[src/rtl/truth_table_sweeper_pkg.sv]
// Shared types and constants for the truth-table sweeper and its bench.
package tts_pkg;

  typedef enum logic [1:0] {
    IDLE,
    RUN,
    DONE
  } state_e;

  localparam int N_VARS = 4;
  localparam int N_VEC  = 16;

  // Reference truth table of (a+c)(c+d')(a'+b)(b+d'), bit i = vector i.
  localparam logic [N_VEC-1:0] POS_TABLE = 16'hD0C4;

endpackage

[src/rtl/truth_table_sweeper_if.sv]
// Control and result bundle of the sweeper; the DUT is the slave side.
interface truth_table_sweeper_if;
  import tts_pkg::*;

  logic              start;
  logic              abort;
  logic [N_VARS-1:0] vec;
  logic              s;
  logic              busy;
  logic              done;
  logic              valid;
  logic [N_VEC-1:0]  table_out;
  logic [4:0]        ones_count;
  logic [N_VARS-1:0] first_true;
  logic              none_true;

  modport master (
    output start, abort,
    input  vec, s, busy, done, valid, table_out, ones_count, first_true, none_true
  );

  modport slave (
    input  start, abort,
    output vec, s, busy, done, valid, table_out, ones_count, first_true, none_true
  );

endinterface

[src/rtl/truth_table_sweeper_pos_eval.sv]
// Combinational product-of-sums evaluator (a+c)(c+d')(a'+b)(b+d').
module pos_eval (
  output logic s,
  input  logic a,
  input  logic b,
  input  logic c,
  input  logic d
);

  assign s = (a | c) & (c | ~d) & (~a | b) & (b | ~d);

endmodule

[src/rtl/truth_table_sweeper.sv]
// Steps every input vector through pos_eval, holding each HOLD cycles,
// and publishes the captured truth table with popcount and lowest true vector.
module truth_table_sweeper
  import tts_pkg::*;
#(
  parameter int HOLD = 1
) (
  input logic                 clk,
  input logic                 rst,
  truth_table_sweeper_if.slave bus
);

  localparam int CNT_W = (HOLD > 1) ? $clog2(HOLD) : 1;
  localparam logic [CNT_W-1:0]  LAST_CNT = CNT_W'(HOLD - 1);
  localparam logic [N_VARS-1:0] LAST_VEC = N_VARS'(N_VEC - 1);

  state_e            state_q, state_d;
  logic [N_VARS-1:0] vec_q, vec_d;
  logic [CNT_W-1:0]  cnt_q, cnt_d;
  logic [N_VEC-1:0]  shadow_q, shadow_d;
  logic [N_VEC-1:0]  table_q, table_d;
  logic [4:0]        ones_q, ones_d;
  logic [N_VARS-1:0] first_q, first_d;
  logic              none_q, none_d;
  logic              valid_q, valid_d;
  logic              busy_q, busy_d;
  logic              done_q, done_d;

  logic              s_w;
  logic              last_hold;
  logic              completing;
  logic [4:0]        pop;
  logic [N_VARS-1:0] low;

  pos_eval u_eval (
    .s (s_w),
    .a (vec_q[3]),
    .b (vec_q[2]),
    .c (vec_q[1]),
    .d (vec_q[0])
  );

  assign last_hold  = (cnt_q == LAST_CNT);
  // Abort wins over the final capture, so an aborted sweep never completes.
  assign completing = (state_q == RUN) && !bus.abort && last_hold && (vec_q == LAST_VEC);

  always_ff @(posedge clk or posedge rst) begin
    if (rst) begin
      state_q  <= IDLE;
      vec_q    <= '0;
      cnt_q    <= '0;
      shadow_q <= '0;
      table_q  <= '0;
      ones_q   <= '0;
      first_q  <= '0;
      none_q   <= 1'b0;
      valid_q  <= 1'b0;
      busy_q   <= 1'b0;
      done_q   <= 1'b0;
    end else begin
      state_q  <= state_d;
      vec_q    <= vec_d;
      cnt_q    <= cnt_d;
      shadow_q <= shadow_d;
      table_q  <= table_d;
      ones_q   <= ones_d;
      first_q  <= first_d;
      none_q   <= none_d;
      valid_q  <= valid_d;
      busy_q   <= busy_d;
      done_q   <= done_d;
    end
  end

  always_comb begin
    state_d = state_q;
    case (state_q)
      IDLE: if (bus.start && !bus.abort) state_d = RUN;
      RUN: begin
        if (bus.abort)       state_d = IDLE;
        else if (completing) state_d = DONE;
      end
      DONE:    state_d = IDLE;
      default: state_d = IDLE;
    endcase
  end

  always_comb begin
    vec_d    = vec_q;
    cnt_d    = cnt_q;
    shadow_d = shadow_q;
    table_d  = table_q;
    ones_d   = ones_q;
    first_d  = first_q;
    none_d   = none_q;
    valid_d  = valid_q;
    pop      = '0;
    low      = '0;

    case (state_q)
      IDLE: begin
        if (bus.start && !bus.abort) begin
          vec_d    = '0;
          cnt_d    = '0;
          shadow_d = '0;
        end
      end
      RUN: begin
        if (!bus.abort) begin
          if (last_hold) begin
            shadow_d[vec_q] = s_w;
            if (vec_q != LAST_VEC) begin
              vec_d = vec_q + 1'b1;
              cnt_d = '0;
            end
          end else begin
            cnt_d = cnt_q + 1'b1;
          end
        end
      end
      default: ;
    endcase

    // shadow_d already holds the last vector's bit when the sweep completes.
    for (int i = 0; i < N_VEC; i++) pop = pop + {4'b0000, shadow_d[i]};
    for (int i = N_VEC - 1; i >= 0; i--) if (shadow_d[i]) low = N_VARS'(i);

    if (completing) begin
      table_d = shadow_d;
      ones_d  = pop;
      first_d = low;
      none_d  = (shadow_d == '0);
      valid_d = 1'b1;
    end
  end

  assign busy_d = (state_d == RUN);
  assign done_d = (state_d == DONE);

  assign bus.vec        = vec_q;
  assign bus.s          = s_w;
  assign bus.busy       = busy_q;
  assign bus.done       = done_q;
  assign bus.valid      = valid_q;
  assign bus.table_out  = table_q;
  assign bus.ones_count = ones_q;
  assign bus.first_true = first_q;
  assign bus.none_true  = none_q;

endmodule

[src/flat_wrapper.sv]
// flat-port wrapper written by rule: the top's interface ports become plain ports
module truth_table_sweeper_flat import tts_pkg::*;
#(
  parameter int HOLD = 1
)
  (clk, rst, bus_start, bus_abort, bus_vec, bus_s, bus_busy, bus_done, bus_valid, bus_table_out, bus_ones_count, bus_first_true, bus_none_true);
  truth_table_sweeper_if bus_i ();
  input logic clk;
  input logic rst;
  input wire logic [$bits(bus_i.start)-1:0] bus_start;
  input wire logic [$bits(bus_i.abort)-1:0] bus_abort;
  output wire logic [$bits(bus_i.vec)-1:0] bus_vec;
  output wire logic [$bits(bus_i.s)-1:0] bus_s;
  output wire logic [$bits(bus_i.busy)-1:0] bus_busy;
  output wire logic [$bits(bus_i.done)-1:0] bus_done;
  output wire logic [$bits(bus_i.valid)-1:0] bus_valid;
  output wire logic [$bits(bus_i.table_out)-1:0] bus_table_out;
  output wire logic [$bits(bus_i.ones_count)-1:0] bus_ones_count;
  output wire logic [$bits(bus_i.first_true)-1:0] bus_first_true;
  output wire logic [$bits(bus_i.none_true)-1:0] bus_none_true;
  assign bus_i.start = bus_start;
  assign bus_i.abort = bus_abort;
  assign bus_vec = bus_i.vec;
  assign bus_s = bus_i.s;
  assign bus_busy = bus_i.busy;
  assign bus_done = bus_i.done;
  assign bus_valid = bus_i.valid;
  assign bus_table_out = bus_i.table_out;
  assign bus_ones_count = bus_i.ones_count;
  assign bus_first_true = bus_i.first_true;
  assign bus_none_true = bus_i.none_true;
  truth_table_sweeper #(.HOLD(HOLD)) u_core (.clk(clk), .rst(rst), .bus(bus_i));
endmodule
[config.mk]
export PLATFORM = sky130hd
export DESIGN_NAME = truth_table_sweeper_flat
export DESIGN_NICKNAME = d
export VERILOG_FILES = /design/src/rtl/truth_table_sweeper_pkg.sv /design/src/rtl/truth_table_sweeper_if.sv /design/src/rtl/truth_table_sweeper_pos_eval.sv /design/src/rtl/truth_table_sweeper.sv /design/src/flat_wrapper.sv
export SDC_FILE = /design/constraint.sdc
export NUM_CORES = 1
export LEC_CHECK = 0
export BUFFER_PORTS_ARGS = -buffer_cell sky130_fd_sc_hd__buf_2
export CAP_MARGIN = 40
export CORE_ASPECT_RATIO = 1.1
export CORE_UTILIZATION = 45
export CTS_CLUSTER_DIAMETER = 40
export DETAILED_ROUTE_END_ITERATION = 8
export SLEW_MARGIN = 25
export SYNTH_ARGS = -nofsm -noshare
export SYNTH_HDL_FRONTEND = slang
export SYNTH_SLANG_ARGS = --single-unit
[constraint.sdc]
create_clock -name clk -period 12.5 [get_ports clk]
set_clock_uncertainty 0.1 [all_clocks]
set_input_delay 1.25 -clock clk [delete_from_list [all_inputs] [get_ports clk]]
set_output_delay 1.25 -clock clk [all_outputs]
set_load 0.01 [all_outputs]
==> Word level (Yosys, flattened, before mapping) <==
Index checks and enable logic that the tools add are counted.
{ "word_totals": {"regBits": 52, "latchBits": 0, "ramBits": 0, "romBits": 0, "inputBits": 4, "output_inout_bits": 34, "mem_count": 0} }
{ "classes": {"n_addsub": 17, "multipliers": 0, "div_mod_pow": 0, "magnitude_cmp": 2, "n_eq_ne": 9, "shift": 0, "mux": 36, "bitwise": 10, "n_reduce_logical": 11} }
{ "op_table": {"columns": ["op", "n"], "rows": [
  ["2-to-1 mux 4 bit", 20],
  ["adder 5 x 1 -> 5 bit", 14],
  ["2-to-1 mux 16 bit", 3],
  ["case mux 16 bit (2 select lines)", 1],
  ["bitwise mux 16 bit", 1],
  ["zero test 16 bit", 1],
  ["case mux 4 bit (2 select lines)", 1],
  ["2-to-1 mux 2 bit", 3],
  ["!= test 2 bit, second input constant", 3],
  ["logical AND 1 bit", 5],
  ["less-than comparator 4 x 5 -> 1 bit, second input constant", 1],
  ["AND reduction 5 bit", 1],
  ["adder 4 x 1 -> 4 bit, second input constant", 1],
  ["demux 1 bit (select 4 bit)", 1],
  ["equality test 2 x 1 -> 1 bit, second input constant", 2],
  ["equality test 4 bit, second input constant", 1],
  ["greater-or-equal comparator 4 x 1 -> 1 bit, second input constant", 1],
  ["2-to-1 mux 1 bit", 4],
  ["!= test 4 bit, second input constant", 1],
  ["bitwise OR 1 bit", 4],
  ["case mux 2 bit (2 select lines)", 1],
  ["bitwise AND 1 bit", 3],
  ["inverter 1 bit", 3],
  ["AND reduction 3 bit", 1],
  ["other kinds (8)", 8]
]} }

==> Longest topological paths before layout <==
Gate-level depths: netlist (run 1).
{ "depth": {"word_depth": 25, "ltp_mapped": 19, "ltp_nobuf": 19} }

==> Modules after synthesis <==
Synthesis (run 1) repeated with hierarchy kept, for this count alone.
{ "unflattened": {"cells_unflattened": 308, "hier_area_um2": 2966.6} }
{ "modules_own_cells": {"columns": ["module", "instances", "cells_per_inst", "area_each_um2", "seq_area_each_um2"], "rows": [
  ["truth_table_sweeper", 1, 305, 2946.6, 1276.2],
  ["pos_eval", 1, 3, 20.0, 0.0]
]} }

==> Worst setup path after synthesis (run 1) <==
Ideal clock, no wire load.
{ "synth_path": {"path_kind": "input to register", "start": "input port bus_abort", "end": "register u_core.ones_q[4] (netlist: u_core.bus.ones_count[4])", "arrival_ns": 5.692, "required_ns": 12.317, "slack_ns": 6.625, "stages": 15, "path_cell_list": "or4b_1 buf_2 o211ai_1 o21ai_0 ha_1 fa_1 inv_1 fa_1 fa_1 fa_1 fa_1 fa_1 nor2b_1 o21ai_0 o21ai_0"} }
{ "synth_via": {"elab_chain_cells": 19, "word_cells_on_any_way": 23, "cone_classes": "add/sub (15); mux (3); reduce/logical (5)"} }
{ "synth_lines": {"columns": ["element", "line_no", "source"], "rows": [
  ["from (decl)", "flat_wrapper.sv:11", "input wire logic [$bits(bus_i.abort)-1:0] bus_abort;"],
  ["zero test 1 bit", "truth_table_sweeper.sv:102", "if (bus.start && !bus.abort) begin"],
  ["logical AND 1 bit", "truth_table_sweeper.sv:102", null],
  ["2-to-1 mux 16 bit", "truth_table_sweeper.sv:102", null],
  ["case mux 16 bit (2 select lines) (*)", "truth_table_sweeper.sv:100", "case (state_q)"],
  ["via u_core.shadow_d[0]", "truth_table_sweeper.sv:20", "logic [N_VEC-1:0] shadow_q, shadow_d;"],
  ["adder 1 x 1 -> 2 bit (*)", "truth_table_sweeper.sv:125", "for (int i = 0; i < N_VEC; i++) pop = pop + {4'b0000, shadow_d[i]};"],
  ["adder 5 x 1 -> 5 bit (*) (14 in series)", "truth_table_sweeper.sv:125", null],
  ["to (signal assigned)", "truth_table_sweeper.sv:66", "ones_q <= ones_d;"],
  ["to (decl)", "truth_table_sweeper.sv:22", "logic [4:0] ones_q, ones_d;"]
]} }
The timed path passes the listed nets; every way through them passes the cells marked *.
A chain may end at the register's enable or synchronous reset.

==> Final worst setup path (run 1) <==
Ends and elaborated chain as after synthesis.

==> flow_summary.yaml, run 1 <==
route:
  drt_drc_violations_left: 0
  met3_length_um: 323
  routedLengthMet1_um: 3069
  initialDrtViolationCount: 105
  wire_per_inst_um: 16.60
  viasPerCell: 5.567
  routed_wl_um: 6739
  dr_wl_met2_um: 3191
  via_count: 2260
  routed.top_layer: "met4"
  drt_first_pass_iters: 4
  antenna_left: 0
timing:
  fmax_mhz: 159.6
  final_hold_viol_count: 0
  fin_setup_tns_ps: 0
  finalCritPeriodShare_pct: 50.13
  min_period_ps: 6266
  drv_slew: 0
  setup_viol: 0
  rsz0062_at_grt: "false"
  setup_ws_ps: 6234
  maxSlewHeadroom_pct: 48.40
  worstMarginPinSlew_ps: 763.2
place:
  io_buffers: 37
  place_ws_ps: 5906
  place_inst: 398
  placed_area_um2: 3141
  gp_congestion: 0.8164
  dp_hpwl_um: 4817
clock_network:
  cts_resized: 0
  htree_levels: 2
  cts_tree: "built"
  clock_latency_ps: 310
  numCtsBuffers: 5
  path_clk_slew_ps: 90
  clockBufferDepth: 2
  root_buffer: "clkbuf_8"
  post_cts_buffers: 0
  numClockSinks: 51
  ctsHoldBuffers: 0
yosys:
  synthSimpleGateAreaFrac_pct: 18.69
  yosysSeqAreaShare_pct: 43.22
  synth_top_family_by_area: "simple AND/OR/NAND/NOR gates"
  synth_area_leader_cell: "dfrtp_1"
  postSynthAreaPerCell_um2: 9.909
  syn_nets: 323
  yosysWarnings: 0
  synth.top_cell.area_share_pct: 43.22
  synth_compound_area_share_pct: 17.16
  synth_common_cells: "dfrtp_1, nand2_1, inv_1"
  ys.flop_type: "dfrtp_1"
  syn_area_um2: 2953
  synth_edf_count: 0
  async_flop_share_pct: 100.0
  synth_cell_types: 59
  yosysMostFrequentCell: "dfrtp_1"
  synth_fa_ha_area_share_pct: 11.44
  synth_mux_area_share_pct: 0.7203
  netlist_top_cells_area: "dfrtp_1, fa_1, nand2_1"
  synthCells: 298
  ys_ff_latch: 51
  synth_xor_area_share_pct: 1.186
setup_path:
  startpoint_type: "primary input"
  setup.worst_path.end_class: "flop"
  path_class: "primary input to flop"
  path_buf_inv: 2
  required_ps: 12630
  cp_cell_sequence: "buf_2 -> or4b_1 -> o211ai_1 -> o21ai_0 -> ha_1 -> fa_1 -> inv_1 -> fa_1 -> fa_1 -> fa_1 -> fa_1 -> fa_1 -> nor2b_1 -> o21ai_0 -> o21ai_0"
  crit_fanout: 15
  crit_path_frequent_cell: "fa_1"
  crit_path_max_incr_delay_ps: 820
  cp.arrival_ps: 6390
  cp_top_family: "adder cells"
  slowest_stage: "or4b_1"
cells_and_area:
  fin_util_pct: 51.60
  nNetsFinal: 350
  stdcell_area_um2: 3234
  synthToLayoutAreaGrowth_pct: 9.534
  drive_gt1_share_pct: 20.25
  diodes: 0
  final_cells: 406
grt:
  track_usage_pct: 21.67
  grt_max_degree: 52
  grt_pass1_vias: 2190
  antenna_found_initial: 0
  grt_pass1_wl_um: 11340
  grt_overflow_total: 0
power:
  pwr-share-seq_pct: 54.5
  power_density_nw_per_um2: 101.1
  power_switching_mw: 0.09946
  peakVddDrop_mv: 0.04778
  p_leak_nw: 1.655
  power_frac_clock_pct: 30.4
  combPwrFrac_pct: 15.1
  swShare_pct: 30.41
  power.internal_mw: 0.2276
floorplanning:
  die_area_um2: 6890
  core_area_um2: 6269
  start_util_pct: 47.11
  io_pins: 38
  num_rows: 30
  die_y_um: 86.96
  die_w_um: 79.24
outcome:
  status: "complete, no violations"
worst_hold_path:
  hp-class: "flop to flop"
flow_run:
  cap_violations: 0
==> cells by family (layout without fill, tap and decap cells) <==
| logic type | after synthesis | after routing |
|---|---|---|
| simple gates | 101 | 101 |
| fa+ha+maj | 21 | 21 |
| mux | 2 | 2 |
| compound gates | 71 | 71 |
| buf+inv | 48 | 76 |
| flops | 51 | 51 |
| xor+xnor | 4 | 4 |
==> cell type report <==
type	instances	area [µm²]
inverters	29	111.4
flip-flops and latches	51	1276
clock buffers	5	68.82
multi-input cells	199	1453
clock inverters	3	25.02
well taps	80	100.1
fillers	586	3034
repair buffers	39	200.2
==> stage by stage <==
step / hold slack (ps) / power [mW]
after floorplan: 338.6 / 0.2204
after global placement: 346.0 / 0.2306
after detailed placement: 348.2 / 0.2308
after CTS: 371.8 / 0.3301
after global routing: 400.6 / 0.3465
final: 369.6 / 0.3271
==> cell usage in the layout, fill, tap and decap left out, types with 2 or more instances in the layout <==
cell,instances
a21o_1,3
a21oi_1,11
a22o_1,4
a311oi_1,2
a31o_2,2
a31oi_1,3
and2_1,2
buf_2,37
buf_4,2
clkbuf_8,5
clkinv_4,2
dfrtp_1,51
fa_1,10
ha_1,11
inv_1,27
nand2_1,40
nand2b_1,4
nand2b_4,2
nand3_1,8
nand3b_1,2
nand4_1,3
nand4b_1,4
nor2_1,13
nor2b_1,3
nor3_1,2
nor4b_1,2
o211ai_1,7
o21a_1,2
o21ai_0,18
o311a_1,2
o31ai_1,6
or2_2,5
or3b_2,2
xor2_1,3
==> sequential cells by signal, summed over array words and instances, names as in the netlist, 2 cells and up <==
| register | flops |
|---|---|
| u_core.bus.table_out | 16 |
| u_core.bus.ones_count | 5 |
| u_core.bus.vec | 4 |
| u_core.bus.first_true | 4 |
| u_core.shadow_q | 16 |
| u_core.state_q | 2 |
==> path summary, 6_finish.rpt <==
check,slack [ps],cells after the start,end,start
worst max-delay path,6230,15,u_core.bus.ones_count[4],bus_abort
worst min-delay path,370,1,u_core.bus.valid,u_core.bus.valid
worst max register to register,6770,16,u_core.bus.ones_count[4],u_core.bus.vec[1]
worst min register to register,370,1,u_core.bus.valid,u_core.bus.valid
max in group asynchronous,10950,2,u_core.bus.ones_count[4],rst
min in group asynchronous,910,2,u_core.bus.first_true[0],rst
==> power groups by stage <==
stage                     sequential (mW)  combinational, mW  clock, mW
after floorplan                     0.176             0.0445          0
after global routing                0.180             0.0559      0.111
final                               0.178             0.0493     0.0996
after global placement              0.182             0.0489          0
after detailed placement            0.182             0.0491          0
after CTS                           0.178             0.0498      0.102
==> layer usage <==
metal	vias up	track usage [%]
met4	0	8.099
met2	61	34.09
met1	1107	29.41
li1	1080	-
met3	12	4.503
met5	-	0
Note: power is estimated with default switching activity, not from simulation.
==> run 2, diff against run 1 <==
--- a/config.mk
+++ b/config.mk
@@ -5,6 +5,7 @@
 export SDC_FILE = /design/constraint.sdc
 export NUM_CORES = 1
 export LEC_CHECK = 0
+export ABC_AREA = 1
 export BUFFER_PORTS_ARGS = -buffer_cell sky130_fd_sc_hd__buf_2
 export CAP_MARGIN = 40
 export CORE_ASPECT_RATIO = 1.1
==> constraint.sdc (replaced) <==
create_clock -name clk -period 5.8 [get_ports clk]
set_clock_uncertainty 0.1 [all_clocks]
set_input_delay 0.58 -clock clk [delete_from_list [all_inputs] [get_ports clk]]
set_output_delay 0.58 -clock clk [all_outputs]
set_load 0.01 [all_outputs]
==> run 2 against run 1 <==
The run now ends with design-rule violations left. Utilization barely moved. Largest power group is now combinational cells. Clock power rose to 2.6 times the previous value. Final cell count grew 12%. Routed wire length fell by 4.3%. Count of clock-buffer cells in the layout is the same. Sequential cell count did not move. Sequential share of layout area fell by 1.7 points. Power increased to 3.3 times the previous value.
==> flow_summary.yaml, run 2 <==
power:
  swShare_pct: 37.78
  power_switching_mw: 0.4042
  power_density_nw_per_um2: 316.3
  p_leak_nw: 1.864
  combPwrFrac_pct: 38.4
  power.internal_mw: 0.6655
  finalPower_mw: 1.070
  peakVddDrop_mv: 0.1476
  pwr-share-seq_pct: 37.3
  power_frac_clock_pct: 24.3
floorplanning:
  die_area_um2: 7115
  die_w_um: 80.52
  start_util_pct: 46.55
  core_area_um2: 6555
  die_y_um: 88.37
  io_pins: 38
  num_rows: 31
grt:
  grt_overflow_total: 0
  grt_pass1_vias: 2140
  grt_max_degree: 52
  track_usage_pct: 20.34
  grt_pass1_wl_um: 10900
  antenna_found_initial: 0
setup_path:
  cp_cell_sequence: "inv_2 -> nor2_4 -> inv_2 -> a21oi_1 -> o21ai_0 -> o21ai_0 -> ha_1 -> fa_1 -> inv_1 -> fa_1 -> fa_1 -> fa_1 -> fa_1 -> fa_1 -> nor2_1 -> o21ai_0 -> o21ai_0"
  startpoint_type: "flop"
  crit_path_max_incr_delay_ps: 530
  required_ps: 5930
  crit_path_frequent_cell: "fa_1"
  crit_fanout: 13
  cp.arrival_ps: 5390
  setup.worst_path.end_class: "flop"
  cp_top_family: "adder cells"
  slowest_stage: "fa_1"
  reg2reg_from: "u_core.state_q[0]"
  path_class: "flop to flop"
  critical_path_depth: 17
  r2r_end: "u_core.bus.ones_count[4]"
  path_buf_inv: 3
  reg2reg_slack_ps: 540
  reg2reg_depth: 17
place:
  place_ws_ps: 576.8
  dp_hpwl_um: 4797
  gp_congestion: 0.9165
  place_inst: 446
  placed_area_um2: 3267
  io_buffers: 37
route:
  initialDrtViolationCount: 153
  drt_first_pass_iters: 6
  via_count: 2271
  routed_wl_um: 6449
  antenna_left: 0
  wire_per_inst_um: 14.20
  viasPerCell: 5.002
  drt_drc_violations_left: 2
yosys:
  synth_xor_area_share_pct: 0.8610
  synth_fa_ha_area_share_pct: 11.07
  yosysWarnings: 0
  synthSimpleGateAreaFrac_pct: 23.29
  synth_compound_area_share_pct: 12.71
  synth_mux_area_share_pct: 0
  synth_cell_types: 41
  synth.top_cell.area_share_pct: 41.82
  async_flop_share_pct: 100.0
  synth_common_cells: "nand2_1, dfrtp_1, inv_1"
  synth_area_leader_cell: "dfrtp_1"
  ys.flop_type: "dfrtp_1"
  ys_ff_latch: 51
  syn_area_um2: 3052
  netlist_top_cells_area: "dfrtp_1, nand2_1, fa_1"
  synth_top_family_by_area: "simple AND/OR/NAND/NOR gates"
  yosysSeqAreaShare_pct: 41.82
  postSynthAreaPerCell_um2: 9.055
  yosysMostFrequentCell: "nand2_1"
  synthCells: 337
  syn_nets: 362
  synth_edf_count: 0
timing:
  drv_slew: 0
  min_period_ps: 5262
  fmax_mhz: 190.1
  finalCritPeriodShare_pct: 90.72
  setup_viol: 0
  worstMarginPinSlew_ps: 668.8
  setup_ws_ps: 538.3
  maxSlewHeadroom_pct: 55.41
  fin_setup_tns_ps: 0
  final_hold_viol_count: 0
  rsz0062_at_grt: "false"
clock_network:
  clock_latency_ps: 310
  root_buffer: "clkbuf_8"
  numClockSinks: 51
  cts_tree: "built"
  ctsHoldBuffers: 0
  cts_resized: 0
  htree_levels: 2
  clockBufferDepth: 2
  path_clk_slew_ps: 100
  numCtsBuffers: 5
  post_cts_buffers: 0
cells_and_area:
  final_cell_mix: "nand2_1, dfrtp_1, inv_1, buf_2, o21ai_0"
  stdcell_area_um2: 3382
  diodes: 0
  layout_commonest_cell: "nand2_1"
  nNetsFinal: 396
  final_cells: 454
  synthToLayoutAreaGrowth_pct: 10.82
  drive_gt1_share_pct: 27.15
  n_fill_cell: 638
outcome:
  status: "finished with violations"
  violations: "design-rule violations"
flow_run:
  cap_violations: 0
worst_hold_path:
  hp-class: "primary input to asynchronous set/reset pin"
## run 2: changes by cell type after synthesis, sizes merged, moves of 6 or more
| cell | change |
|---|---|
| nor2 | +13 |
| o21ai | +23 |
| inv | +28 |
| nand3 | +7 |
| nand2 | +49 |
| nand2b | -6 |
## run 2: through the flow
stage                     hold WS, ps  utilization, %
final                           321.9           51.59
after global routing            392.3           51.59
after CTS                       358.9           51.59
after detailed placement        350.9           49.84
after global placement          351.2           49.84
after floorplan                 411.2               -
## run 2: kinds of logic after synthesis
group | Yosys count
compound gates | 59
xor+xnor | 3
fa+ha+maj | 21
buf+inv | 69
flops | 51
simple gates | 134
## run 2: metal layers
layer	vias to the layer above	wire length, µm	global-route usage [%]
met1	1085	3158	28.30
met3	14	200	3.505
met4	0	145	8.117
met5	-	0	0
met2	49	2945	31.59
li1	1123	-	-
## run 2: tightest hold or removal path: cells and delay by family
kind                   cells  cell delay, ps
buffers and inverters      3             650
## run 2: power by group through the flow
stage                     logic [mW]  clock network (mW)  registers, mW
after CTS                      0.419               0.265          0.398
after floorplan                0.337                   0          0.400
after detailed placement       0.416                   0          0.405
after global placement         0.412                   0          0.406
final                          0.411               0.260          0.399
after global routing           0.482               0.282          0.402
## run 2: final cells by class
type                    instances  area, µm²  share of cell area (%)
flip-flops and latches         51       1276                   37.74
well taps                      82      102.6                   3.034
multi-input cells             217       1463                   43.25
inverters                      56      217.7                   6.437
clock inverters                 3      46.29                   1.369
clock buffers                   5      68.82                   2.035
repair buffers                 40      207.7                   6.141
## run 2: worst max-delay path by stage
stage / start / to / slack [ps]
6_report: u_core.state_q[0] / u_core.bus.ones_count[4] / 540
5_1_grt: u_core.state_q[0] / u_core.bus.ones_count[2] / 150
4_1_cts: u_core.bus.vec[0] / u_core.bus.ones_count[4] / 560
3_5_place_dp: u_core.bus.vec[0] / u_core.bus.ones_count[4] / 580
3_3_place_gp: u_core.bus.vec[0] / u_core.bus.ones_count[4] / 660
2_1_floorplan: u_core.bus.vec[0] / u_core.bus.ones_count[4] / 960
